==> config.mk <==
export PLATFORM = sky130hd
export DESIGN_NAME = alpharetz_wb_arbiter
export DESIGN_NICKNAME = d
export VERILOG_FILES = /design/src/rtl/alpharetz_wb_arbiter.sv
export SDC_FILE = /design/constraint.sdc
export NUM_CORES = 1
export LEC_CHECK = 0
export ABC_CLOCK_PERIOD_IN_PS = 3800
export CORE_MARGIN = 2
export CORE_UTILIZATION = 30
export CTS_CLUSTER_DIAMETER = 50
export DETAILED_ROUTE_END_ITERATION = 8
export GPL_TIMING_DRIVEN = 0
export HOLD_SLACK_MARGIN = 0.06
export PLACE_DENSITY = 0.6
export SLEW_MARGIN = 20
export SYNTH_ARGS = -nofsm -noshare
export SYNTH_HDL_FRONTEND = slang
export SYNTH_SLANG_ARGS = --single-unit
==> constraint.sdc <==
create_clock -name clk -period 3.8 [get_ports clk]
set_clock_uncertainty 0.2 [all_clocks]
set_input_delay 0.38 -clock clk [delete_from_list [all_inputs] [get_ports clk]]
set_output_delay 0.38 -clock clk [all_outputs]
set_load 0.02 [all_outputs]
==> src/rtl/alpharetz_wb_arbiter.sv <==
// Round-robin writeback arbiter for the single regfile write port, with a per-register busy scoreboard.
// Define ALPHARETZ_WB_FWD_EN to add the combinational forwarding outputs fwd_valid/fwd_addr/fwd_data.
module alpharetz_wb_arbiter #(
    parameter int NUM_WB_SRC     = 3,
    parameter int CPU_DATA_WIDTH = 32,
    parameter int REG_ADDR_WIDTH = 5,
    parameter int CPU_REG_COUNT  = 32
) (
    input  logic                                 clk,
    input  logic                                 async_rst_n,
    input  logic                                 clk_en,
    input  logic                                 sys_en,
    input  logic [NUM_WB_SRC-1:0]                wb_valid,
    output logic [NUM_WB_SRC-1:0]                wb_ready,
    input  logic [NUM_WB_SRC*REG_ADDR_WIDTH-1:0] wb_addr,
    input  logic [NUM_WB_SRC*CPU_DATA_WIDTH-1:0] wb_data,
    input  logic                                 iss_en,
    input  logic [REG_ADDR_WIDTH-1:0]            iss_addr,
    output logic                                 iss_hazard,
    input  logic                                 flush,
    output logic [CPU_REG_COUNT-1:0]             busy_mask,
`ifdef ALPHARETZ_WB_FWD_EN
    output logic                                 fwd_valid,
    output logic [REG_ADDR_WIDTH-1:0]            fwd_addr,
    output logic [CPU_DATA_WIDTH-1:0]            fwd_data,
`endif
    output logic                                 rf_wr_en,
    output logic [REG_ADDR_WIDTH-1:0]            rf_wr_addr,
    output logic [CPU_DATA_WIDTH-1:0]            rf_wr_data
);

    localparam int IW = (NUM_WB_SRC > 1) ? $clog2(NUM_WB_SRC) : 1;

    logic                      adv;
    logic [IW-1:0]             last_grant;
    logic [IW-1:0]             win;
    logic [NUM_WB_SRC-1:0]     grant;
    logic                      xfer;
    logic                      wr_real;
    logic [REG_ADDR_WIDTH-1:0] win_addr;
    logic [CPU_DATA_WIDTH-1:0] win_data;
    logic [CPU_REG_COUNT-1:0]  busy;
    logic [CPU_REG_COUNT-1:0]  busy_nxt;

    assign adv = clk_en && sys_en;

    // Scan starts one past the last winner, so every requester is served within NUM_WB_SRC transfers.
    always_comb begin
        int idx;
        idx   = 0;
        grant = '0;
        win   = '0;
        xfer  = 1'b0;
        if (adv) begin
            for (int k = 0; k < NUM_WB_SRC; k++) begin
                idx = (int'(last_grant) + 1 + k) % NUM_WB_SRC;
                if (!xfer && wb_valid[idx]) begin
                    xfer       = 1'b1;
                    grant[idx] = 1'b1;
                    win        = IW'(idx);
                end
            end
        end
    end

    assign wb_ready = grant;
    assign win_addr = wb_addr[int'(win)*REG_ADDR_WIDTH +: REG_ADDR_WIDTH];
    assign win_data = wb_data[int'(win)*CPU_DATA_WIDTH +: CPU_DATA_WIDTH];
    // r0 transfers complete the handshake but never reach the regfile.
    assign wr_real  = xfer && (win_addr != '0);

`ifdef ALPHARETZ_WB_FWD_EN
    assign fwd_valid = wr_real;
    assign fwd_addr  = win_addr;
    assign fwd_data  = win_data;
`endif

    // Ordering makes a same-edge issue win over both flush and writeback clear.
    always_comb begin
        busy_nxt = busy;
        if (flush)
            busy_nxt = '0;
        if (xfer)
            busy_nxt[win_addr] = 1'b0;
        if (iss_en && (iss_addr != '0))
            busy_nxt[iss_addr] = 1'b1;
        busy_nxt[0] = 1'b0;
    end

    assign busy_mask  = busy;
    assign iss_hazard = (iss_addr != '0) && busy[iss_addr];

    always_ff @(posedge clk or negedge async_rst_n) begin
        if (!async_rst_n) begin
            rf_wr_en   <= 1'b0;
            rf_wr_addr <= '0;
            rf_wr_data <= '0;
            busy       <= '0;
            last_grant <= IW'(NUM_WB_SRC - 1);
        end else begin
            rf_wr_en <= wr_real;
            if (wr_real) begin
                rf_wr_addr <= win_addr;
                rf_wr_data <= win_data;
            end
            if (adv) begin
                busy <= busy_nxt;
                if (xfer)
                    last_grant <= win;
            end
        end
    end

endmodule

==> metrics.md, run 1 <==
| Metric | Value |
|---|---|
| DP Worst Slack | `-411 ps` |
| Inserted Clock Buffers | `9` |
| Top-count cell post-synth | `dfrtp_1` |
| Number of global-route vias before repair | `4885` |
| First DRT Iteration DRCs | `220` |
| Initial antenna violation count | `0` |
| CTS sink cnt | `71` |
| Slew Viols, Final | `0` |
| Ant diodes | `0` |
| Clock-pin slew on the worst setup and hold paths | `60 ps` |
| Synth Area in XOR/XNOR | `0%` |
| Worst-Skew Late Latency | `340 ps` |
| Synth top area cells | `dfrtp_1, mux2_4, mux2i_1` |
| CP arrival | `3760 ps` |
| Hold Fails Final Rpt | `0` |
| Sw Pwr | `1700 uW` |
| Cell leakage power | `0.00300 uW` |
| Register area share after synthesis | `37.8%` |
| Switching Share | `36.8%` |
| Num ports | `199` |
| Data required time of the worst path | `3820 ps` |
| Top cells by count, synth | `dfrtp_1, a21oi_1, nor2_1` |
| Post-Syn Instances | `502` |
| Relative max-transition margin | `56.9%` |
| Compound-cell area share of the yosys netlist | `14.7%` |
| Yosys top cell by area | `dfrtp_1` |
| Post-Synth Adder-Cell Area | `1.06%` |
| Syn_area_per_cell | `9.38 um2` |
| Max-cap violations | `0` |
| Share of the synthesized area in the top cell type | `37.2%` |
| Post-synth EDFFs | `0` |
| Sequential share of power | `26.9%` |
| Post-route setup slack | `60.5 ps` |
| Largest net degree at the start of global routing | `41` |
| Slew @ Worst Pin | `647 ps` |
| DRC Markers | `0` |
| Synth cell types | `41` |
| Die H | `129 um` |
| Cell Int Power | `2920 uW` |
| VDD IR max | `0.263 mV` |
| Placer Congestion | `0.954` |
| Drt total wl | `16900 um` |
| Final Critical Period | `3740 ps` |
| CP endpoint kind | `flip-flop` |
| Fin nets | `860` |
| First-pass GRT wire length | `25200 um` |
| Cell Rows | `45` |
| Remaining Overflow, GRT | `0` |
| Initial core utilization | `30.8%` |
| Setup violators final | `0` |
| Number of fill cells | `1444` |
| H-tree depth | `3` |
| Die ar. | `0.0167 mm2` |
| Vias/cell | `4.98` |
| Final instance area | `0.00760 mm2` |
| Mux contribution to synthesized area | `25.1%` |
| Drt pass-1 iters | `4` |
| Core area | `0.0153 mm2` |
| Die Wd | `129 um` |
| Flops & latches, synth | `71` |
| Tightest Hold Check Type | `in2async` |
| Longest Clk Path Bufs | `2` |
| Async S/R FF share, synth | `100%` |
| Warnings, synthesis | `0` |
| Cell Pwr Density | `609 mW/mm2` |
| Gate power share | `53.2%` |
| Area grow syn2layout | `61.5%` |
| Dpl hpwl | `12700 um` |
| Cell area after synthesis | `0.00471 mm2` |
| Crit path max fanout | `10` |
| Largest family of logic cells by synthesized area | `multiplexers` |
| Root buffer cell | `clkbuf_16` |
| All-Layer GR Usage | `19.9%` |
| Clock share of power | `19.9%` |
| Post-synth net total | `631` |
| Input/output buffers | `197` |
| Max frequency | `267 MHz` |
| CTS tree | `yes` |
| Simple logic cell fraction of the synthesized area | `17.4%` |
| Critical path class | `reg2reg` |
| Layout cells sized above 1 | `15.5%` |
| Status | `finished, final reports clean` |
| Crit start category | `flip-flop` |
| Ys flop type | `dfrtp_1` |
| DR vias | `4714` |
| Fin crit share | `98.4%` |
| Area of placed instances | `0.00696 mm2` |
| Routed Antenna Nets | `0` |
| Post-DR wirelength/cell | `17.8 um` |
==> worst max-delay path: stages, from the launching register on <==
cell,delay [ps]
dfstp_2,580
inv_2,70
ha_4,170
a22o_1,230
a211oi_1,240
a31oi_1,130
o32a_1,420
buf_6,170
mux2_4,340
nor4_4,340
a21oi_4,210
clkbuf_16,230
mux2_4,290
==> cell usage in the layout (no fill, tap or decap), drive strengths merged, types with 2 or more instances in the layout <==
cell type / instances
mux4: 9
o211ai: 7
clkinv: 4
and2: 2
inv: 9
clkbuf: 31
mux2: 45
ha: 4
a31oi: 3
a22o: 2
o22ai: 2
bufinv: 2
mux2i: 37
a21oi: 62
a21o: 2
dfrtp: 70
nand2b: 5
nand4: 2
nor2b: 34
nand2: 44
nand3: 16
nor2: 60
clkdlybuf4s50: 196
a211oi: 2
or3: 5
buf: 29
nor3: 2
o21ai: 40
==> final timing paths <==
kind / from / endpoint / slack [ps] / depth (start not counted)
max in group asynchronous: async_rst_n / last_grant[1] / 2460 / 3
setup / recovery: last_grant[1] / rf_wr_data[26] / 60 / 12
hold reg to reg: rf_wr_data[9] / rf_wr_data[9] / 310 / 1
hold / removal: async_rst_n / rf_wr_data[22] / 310 / 2
setup reg to reg: last_grant[1] / rf_wr_data[26] / 60 / 12
min in group clk: rf_wr_data[9] / rf_wr_data[9] / 310 / 1
==> state kept, by name, summed over array words and instances (netlist names) <==
signal	flops
busy_mask	31
last_grant	2
rf_wr_addr	5
rf_wr_data	32
rf_wr_en	1
==> metrics by stage <==
step	cells	hold slack, ps	util (%)	power, uW	TNS, ps
floorplan	502	-116	-	2520	0
detailed placement	911	154	45.6	3540	-16640
finish	947	313	49.8	4630	0
CTS	935	313	48.4	4530	0
global route	947	329	49.8	4870	-497
global placement	910	293	45.5	3490	-40550
==> layer usage <==
| metal | track usage [%] | vias up | wire length, um |
|---|---|---|---|
| met3 | 6.07 | 30 | 1320 |
| met4 | 8.70 | 0 | 414 |
| li1 | - | 2240 | - |
| met2 | 33.7 | 210 | 8390 |
| met5 | 0 | - | 0 |
| met1 | 23.3 | 2234 | 6760 |
==> timing repair <==
action,in CTS,in global routing
gates resized for setup,14,21
hold endpoints to repair,31,0
cloned,0,3
hold buffers,1,0
buffers inserted,7,9
pin swaps,3,1
endpoints found under the setup margin,57,38
==> cells by family after synthesis <==
group                    count (synthesis)
AND/OR/NAND/NOR                        173
AO/OA/AOI/OAI                          124
multiplexers                            91
flip-flops                              71
buffers and inverters                   38
adder cells (fa/ha/maj)                  4
other                                    1
==> power by group through the flow <==
stage / sequential [uW] / combinational [uW] / clock (uW)
global placement: 1240 / 2260 / 0
global route: 1280 / 2620 / 973
floorplan: 1530 / 992 / 0
finish: 1240 / 2460 / 920
CTS: 1240 / 2340 / 948
detailed placement: 1240 / 2300 / 0
==> final cells by class <==
type	instances	area (um2)	area share, %
well taps	211	264	3.47
clock inverters	6	83.8	1.10
multi-input cells	393	2820	37.0
repair buffers	218	2200	28.9
flip-flops and latches	71	1780	23.4
plain buffers	29	189	2.49
clock buffers	10	239	3.14
inverters	9	33.8	0.444
No activity file was read; power rests on OpenSTA's default activity.
==> run 2: changes to the inputs <==
Settings changed: ABC_CLOCK_PERIOD_IN_PS 3800 to 3200, CTS_BUF_LIST set to sky130_fd_sc_hd__clkbuf_4 sky130_fd_sc_hd__clkbuf_8.
Clock period 3.8 ns to 3.2 ns, I/O delays scaled along.
==> metrics.md, run 2 (synthesis gave the netlist of run 1 again) <==
| Metric | Value |
|---|---|
| Cell leakage power | `0.00294 uW` |
| DRC Markers | `0` |
| First-pass GRT wire length | `26700 um` |
| Data required time of the worst path | `3230 ps` |
| DR vias | `4788` |
| CP arrival | `3640 ps` |
| H-tree depth | `3` |
| Slew Viols, Final | `0` |
| Biggest register | `rf_wr_data` |
| Area grow syn2layout | `59.8%` |
| Number of fill cells | `1471` |
| All-Layer GR Usage | `20.8%` |
| Core area | `0.0153 mm2` |
| Root buffer cell | `clkbuf_8` |
| Final non-filler cell total | `944` |
| Slew @ Worst Pin | `629 ps` |
| Final Critical Period | `3610 ps` |
| Inserted Clock Buffers | `9` |
| Drt total wl | `17200 um` |
| Failing checks | `negative setup slack` |
| Vias/cell | `5.07` |
| Placer Congestion | `0.909` |
| First DRT Iteration DRCs | `371` |
| Initial core utilization | `30.8%` |
| Die ar. | `0.0167 mm2` |
| Status | `finished with violations` |
| Largest net degree at the start of global routing | `38` |
| Worst-Skew Late Latency | `340 ps` |
| CP endpoint kind | `flip-flop` |
| Crit path max fanout | `10` |
| Critical path class | `reg2reg` |
| Hold Fails Final Rpt | `0` |
| Dpl hpwl | `13100 um` |
| Setup violators final | `68` |
| Multi-input gate area | `0.00291 mm2` |
| Ant diodes | `0` |
| Num ports | `199` |
| Routed Antenna Nets | `0` |
| Clock-pin slew on the worst setup and hold paths | `80 ps` |
| Cell Rows | `45` |
| Input/output buffers | `197` |
| Dpl cells | `911` |
| Remaining Overflow, GRT | `0` |
| RSZ-0062 raised after global routing | `true` |
| Fin nets | `857` |
| Crit start category | `flip-flop` |
| Post-DR wirelength/cell | `18.2 um` |
| CTS tree | `yes` |
| Commonest non-fill, non-tap cells in the layout | `clkdlybuf4s50_1, dfrtp_1, nor2_1, a21oi_1, nand2_1` |
| Post-route setup slack | `-407 ps` |
| Number of global-route vias before repair | `4943` |
| VDD IR max | `0.344 mV` |
| Relative max-transition margin | `58.0%` |
| Utilization after layout | `49.3%` |
| Initial antenna violation count | `0` |
| Max-cap violations | `0` |
| Die H | `129 um` |
| Cell Pwr Density | `696 mW/mm2` |
| Longest Clk Path Bufs | `2` |
| CTS sink cnt | `71` |
| Reg2Reg Setup Slack | `-410 ps` |
| Max frequency | `277 MHz` |
| Layout cells sized above 1 | `17.7%` |
| Tightest Hold Check Type | `in2async` |
| Commonest non-fill, non-tap cell in the layout | `clkdlybuf4s50_1` |
| DP Worst Slack | `-819 ps` |
| Seq. cell area | `0.00178 mm2` |
| Die Wd | `129 um` |
| Max reg flops | `32` |
| Fin crit share | `113%` |
| Final Total Pwr | `5240 uW` |
| Drt pass-1 iters | `5` |
run 2: cell count changes in the layout (fill, tap and decap cells not counted), moves of 2 or more:
cell / before / now
mux2i_1: 36 / 34
clkbuf_8: 1 / 11
dlygate4sd2_1: 0 / 3
nand3_1: 15 / 13
clkdlybuf4s50_1: 196 / 190
o21ai_1: 1 / 17
buf_4: 19 / 17
clkbuf_4: 0 / 2
clkinvlp_4: 0 / 2
clkbuf_16: 12 / 0
o21ai_0: 39 / 19
o21ai_2: 0 / 4
or3_4: 0 / 4
or3_1: 5 / 1
run 2: worst paths after layout:
path | endpoint | cells after the start | startpoint
worst max-delay path | rf_wr_data[25] | 12 | last_grant[1]
worst min-delay path | rf_wr_data[1] | 2 | async_rst_n
worst max register to register | rf_wr_data[25] | 12 | last_grant[1]
worst min register to register | rf_wr_data[7] | 1 | rf_wr_data[7]
max in group asynchronous | rf_wr_addr[1] | 3 | async_rst_n
min in group clk | rf_wr_data[7] | 1 | rf_wr_data[7]
run 2: what timing repair did:
item	in CTS	in global routing
hold endpoints to repair	33	0
setup buffers	14	2
pin swaps	4	3
resized for setup	47	26
hold buffers	1	0
setup endpoints to repair	73	73
run 2: area by class of cell:
| class | count | share of cell area, % |
|---|---|---|
| well taps | 211 | 3.51 |
| clock inverters | 6 | 1.13 |
| flip-flops and latches | 71 | 23.6 |
| repair buffers | 215 | 28.2 |
| multi-input cells | 393 | 38.6 |
| clock buffers | 10 | 1.75 |
| plain buffers | 29 | 2.73 |
| inverters | 9 | 0.449 |
run 2: where the power goes:
| part | total (uW) | switching [uW] | internal, uW |
|---|---|---|---|
| registers | 1480 | 251 | 1230 |
| clock network | 800 | 355 | 445 |
| logic | 2960 | 1410 | 1550 |
run 2: critical path, cell delays in order (launching register included):
cell and delay, ps:
dfstp_2 580, inv_2 70, ha_4 160, a22o_1 220, a2111o_1 330, a31oi_4 210, buf_8 160, mux2_4 320
mux2_4 300, nor4_4 290, a21oi_4 160, buf_12 200, mux2_4 300
run 2: layer usage:
layer  track usage [%]  share of wire (%)  up-vias
met3              5.57                8.9       24
met4              6.07                1.6        0
met5                 0                  0        -
met1              25.9                 41     2287
li1                  -                  -     2230
met2              35.5                 49      247
run 2: through the flow:
step                setup TNS (ps)  hold slack [ps]  area [um2]
global route                -29760              325        7520
global placement           -102100              292        6990
CTS                         -23400              302        7480
floorplan                    -5150             -176        4750
detailed placement          -35910              124        7000
finish                      -19860              300        7520
==> run 3: changes to the inputs <==
Settings changed: ABC_CLOCK_PERIOD_IN_PS 3200 to unset, TNS_END_PERCENT set to 20.
==> metrics.md, run 3 (synthesis gave the netlist of run 1 again) <==
| Metric | Value |
|---|---|
| Num ports | `199` |
| Post-DR wirelength/cell | `18.3 um` |
| Ant diodes | `0` |
| Initial antenna violation count | `0` |
| Utilization after layout | `48.7%` |
| Worst-Skew Late Latency | `340 ps` |
| Critical path class | `reg2reg` |
| Hold Fails Final Rpt | `0` |
| Core area | `0.0153 mm2` |
| Largest net degree at the start of global routing | `38` |
| Min Hold Slack | `299 ps` |
| Die H | `129 um` |
| Root buffer cell | `clkbuf_8` |
| H-tree depth | `3` |
| CP endpoint kind | `flip-flop` |
| Final Total Pwr | `5160 uW` |
| Biggest register | `rf_wr_data` |
| Setup violators final | `69` |
| Commonest non-fill, non-tap cell in the layout | `clkdlybuf4s50_1` |
| Fin crit share | `114%` |
| Clock-pin slew on the worst setup and hold paths | `80 ps` |
| Cell leakage power | `0.00293 uW` |
| Vias/cell | `5.08` |
| Number of global-route vias before repair | `4863` |
| Number of fill cells | `1471` |
| Multi-input gate area | `0.00283 mm2` |
| Dpl hpwl | `13100 um` |
| Layout cells sized above 1 | `15.3%` |
| Met1 global-route usage | `25.3%` |
| Routed Antenna Nets | `0` |
| Max frequency | `273 MHz` |
| Die Wd | `129 um` |
| Initial core utilization | `30.8%` |
| Drt pass-1 iters | `5` |
| DP Worst Slack | `-819 ps` |
| Slew Viols, Final | `0` |
| CTS tree | `yes` |
| Longest Clk Path Bufs | `2` |
| First-pass GRT wire length | `26200 um` |
| GR Util met2 | `34.8%` |
| Final Critical Period | `3660 ps` |
| Crit start category | `flip-flop` |
| Max reg flops | `32` |
| Cell Rows | `45` |
| Placer Congestion | `0.909` |
| DR vias | `4767` |
| Crit path max fanout | `5` |
| DRC Markers | `0` |
| Post-route setup slack | `-464 ps` |
| Drt total wl | `17100 um` |
| CP arrival | `3700 ps` |
| Relative max-transition margin | `59.4%` |
| Cell Pwr Density | `695 mW/mm2` |
| Remaining Overflow, GRT | `0` |
| Die ar. | `0.0167 mm2` |
| Fin nets | `851` |
| Tightest Hold Check Type | `in2async` |
| Data required time of the worst path | `3230 ps` |
| RSZ-0062 raised after global routing | `true` |
| Post-route setup TNS | `-20430 ps` |
| All-Layer GR Usage | `20.5%` |
| Inserted Clock Buffers | `9` |
| First DRT Iteration DRCs | `348` |
| CTS sink cnt | `71` |
| VDD IR max | `0.344 mV` |
| Area grow syn2layout | `57.7%` |
| Commonest non-fill, non-tap cells in the layout | `clkdlybuf4s50_1, dfrtp_1, nor2_1, a21oi_1, nand2_1` |
| Status | `finished with violations` |
| Met3 Track Usage GR | `5.82%` |
| Slew @ Worst Pin | `609 ps` |
| Most used routing layer | `met2` |
| Max-cap violations | `0` |
| Seq. cell area | `0.00178 mm2` |
| Input/output buffers | `197` |
| Failing checks | `negative setup slack` |
[run 3: cell types whose count changed in the layout (fill, tap and decap cells not counted), moves of 4 or more]
cell | before | now
buf_4 | 17 | 11
o21ai_1 | 17 | 6
o21ai_2 | 4 | 0
o21ai_0 | 19 | 34
[run 3: worst paths after layout]
kind	startpoint	to	slack, ps	depth (start not counted)
setup reg to reg	last_grant[1]	rf_wr_data[16]	-460	12
hold reg to reg	rf_wr_data[14]	rf_wr_data[14]	320	1
max in group asynchronous	async_rst_n	busy_mask[2]	1930	3
setup / recovery	last_grant[1]	rf_wr_data[16]	-460	12
hold / removal	async_rst_n	rf_wr_data[1]	300	2
min in group clk	rf_wr_data[14]	rf_wr_data[14]	320	1
[run 3: repair_timing]
| action | CTS | global route |
|---|---|---|
| cloned | 0 | 1 |
| pin swaps | 2 | 2 |
| hold buffers | 1 | 0 |
| gates resized for setup | 23 | 16 |
| setup endpoints to repair | 73 | 74 |
| endpoints found under the hold margin | 33 | 0 |
| buffers inserted | 4 | 5 |
[run 3: power breakdown]
part	switching (uW)	total, uW	internal [uW]
logic	1380	2880	1510
registers	247	1480	1230
clock network	354	799	445
total	1980	5160	3180
[run 3: stage by stage]
step | instances | instance area (um2)
global placement | 910 | 6990
floorplan | 502 | 4750
CTS | 932 | 7330
detailed placement | 911 | 7000
global route | 938 | 7420
finish | 938 | 7420
[run 3: cell type report]
cell class | count | share of cell area (%)
multi-input combinational | 393 | 38.2
timing repair buffer | 209 | 28.2
sequential | 71 | 24.0
tap | 211 | 3.56
buffer | 29 | 2.73
clock buffer | 10 | 1.77
clock inverter | 6 | 1.15
inverter | 9 | 0.455
[run 3: routing by layer]
metal | wire length [um] | vias up
met5 | 0 | -
met4 | 248 | 0
met3 | 1460 | 24
met2 | 8430 | 246
met1 | 6990 | 2275
li1 | - | 2222
[run 3: critical path: stages (launching register included)]
cell	delay (ps)
dfstp_2	580
inv_2	70
ha_4	170
a22o_1	210
a2111o_1	330
a31oi_4	220
buf_8	170
mux2_4	330
mux2_4	300
nor4_4	290
a21oi_4	170
clkbuf_16	220
mux2_4	290
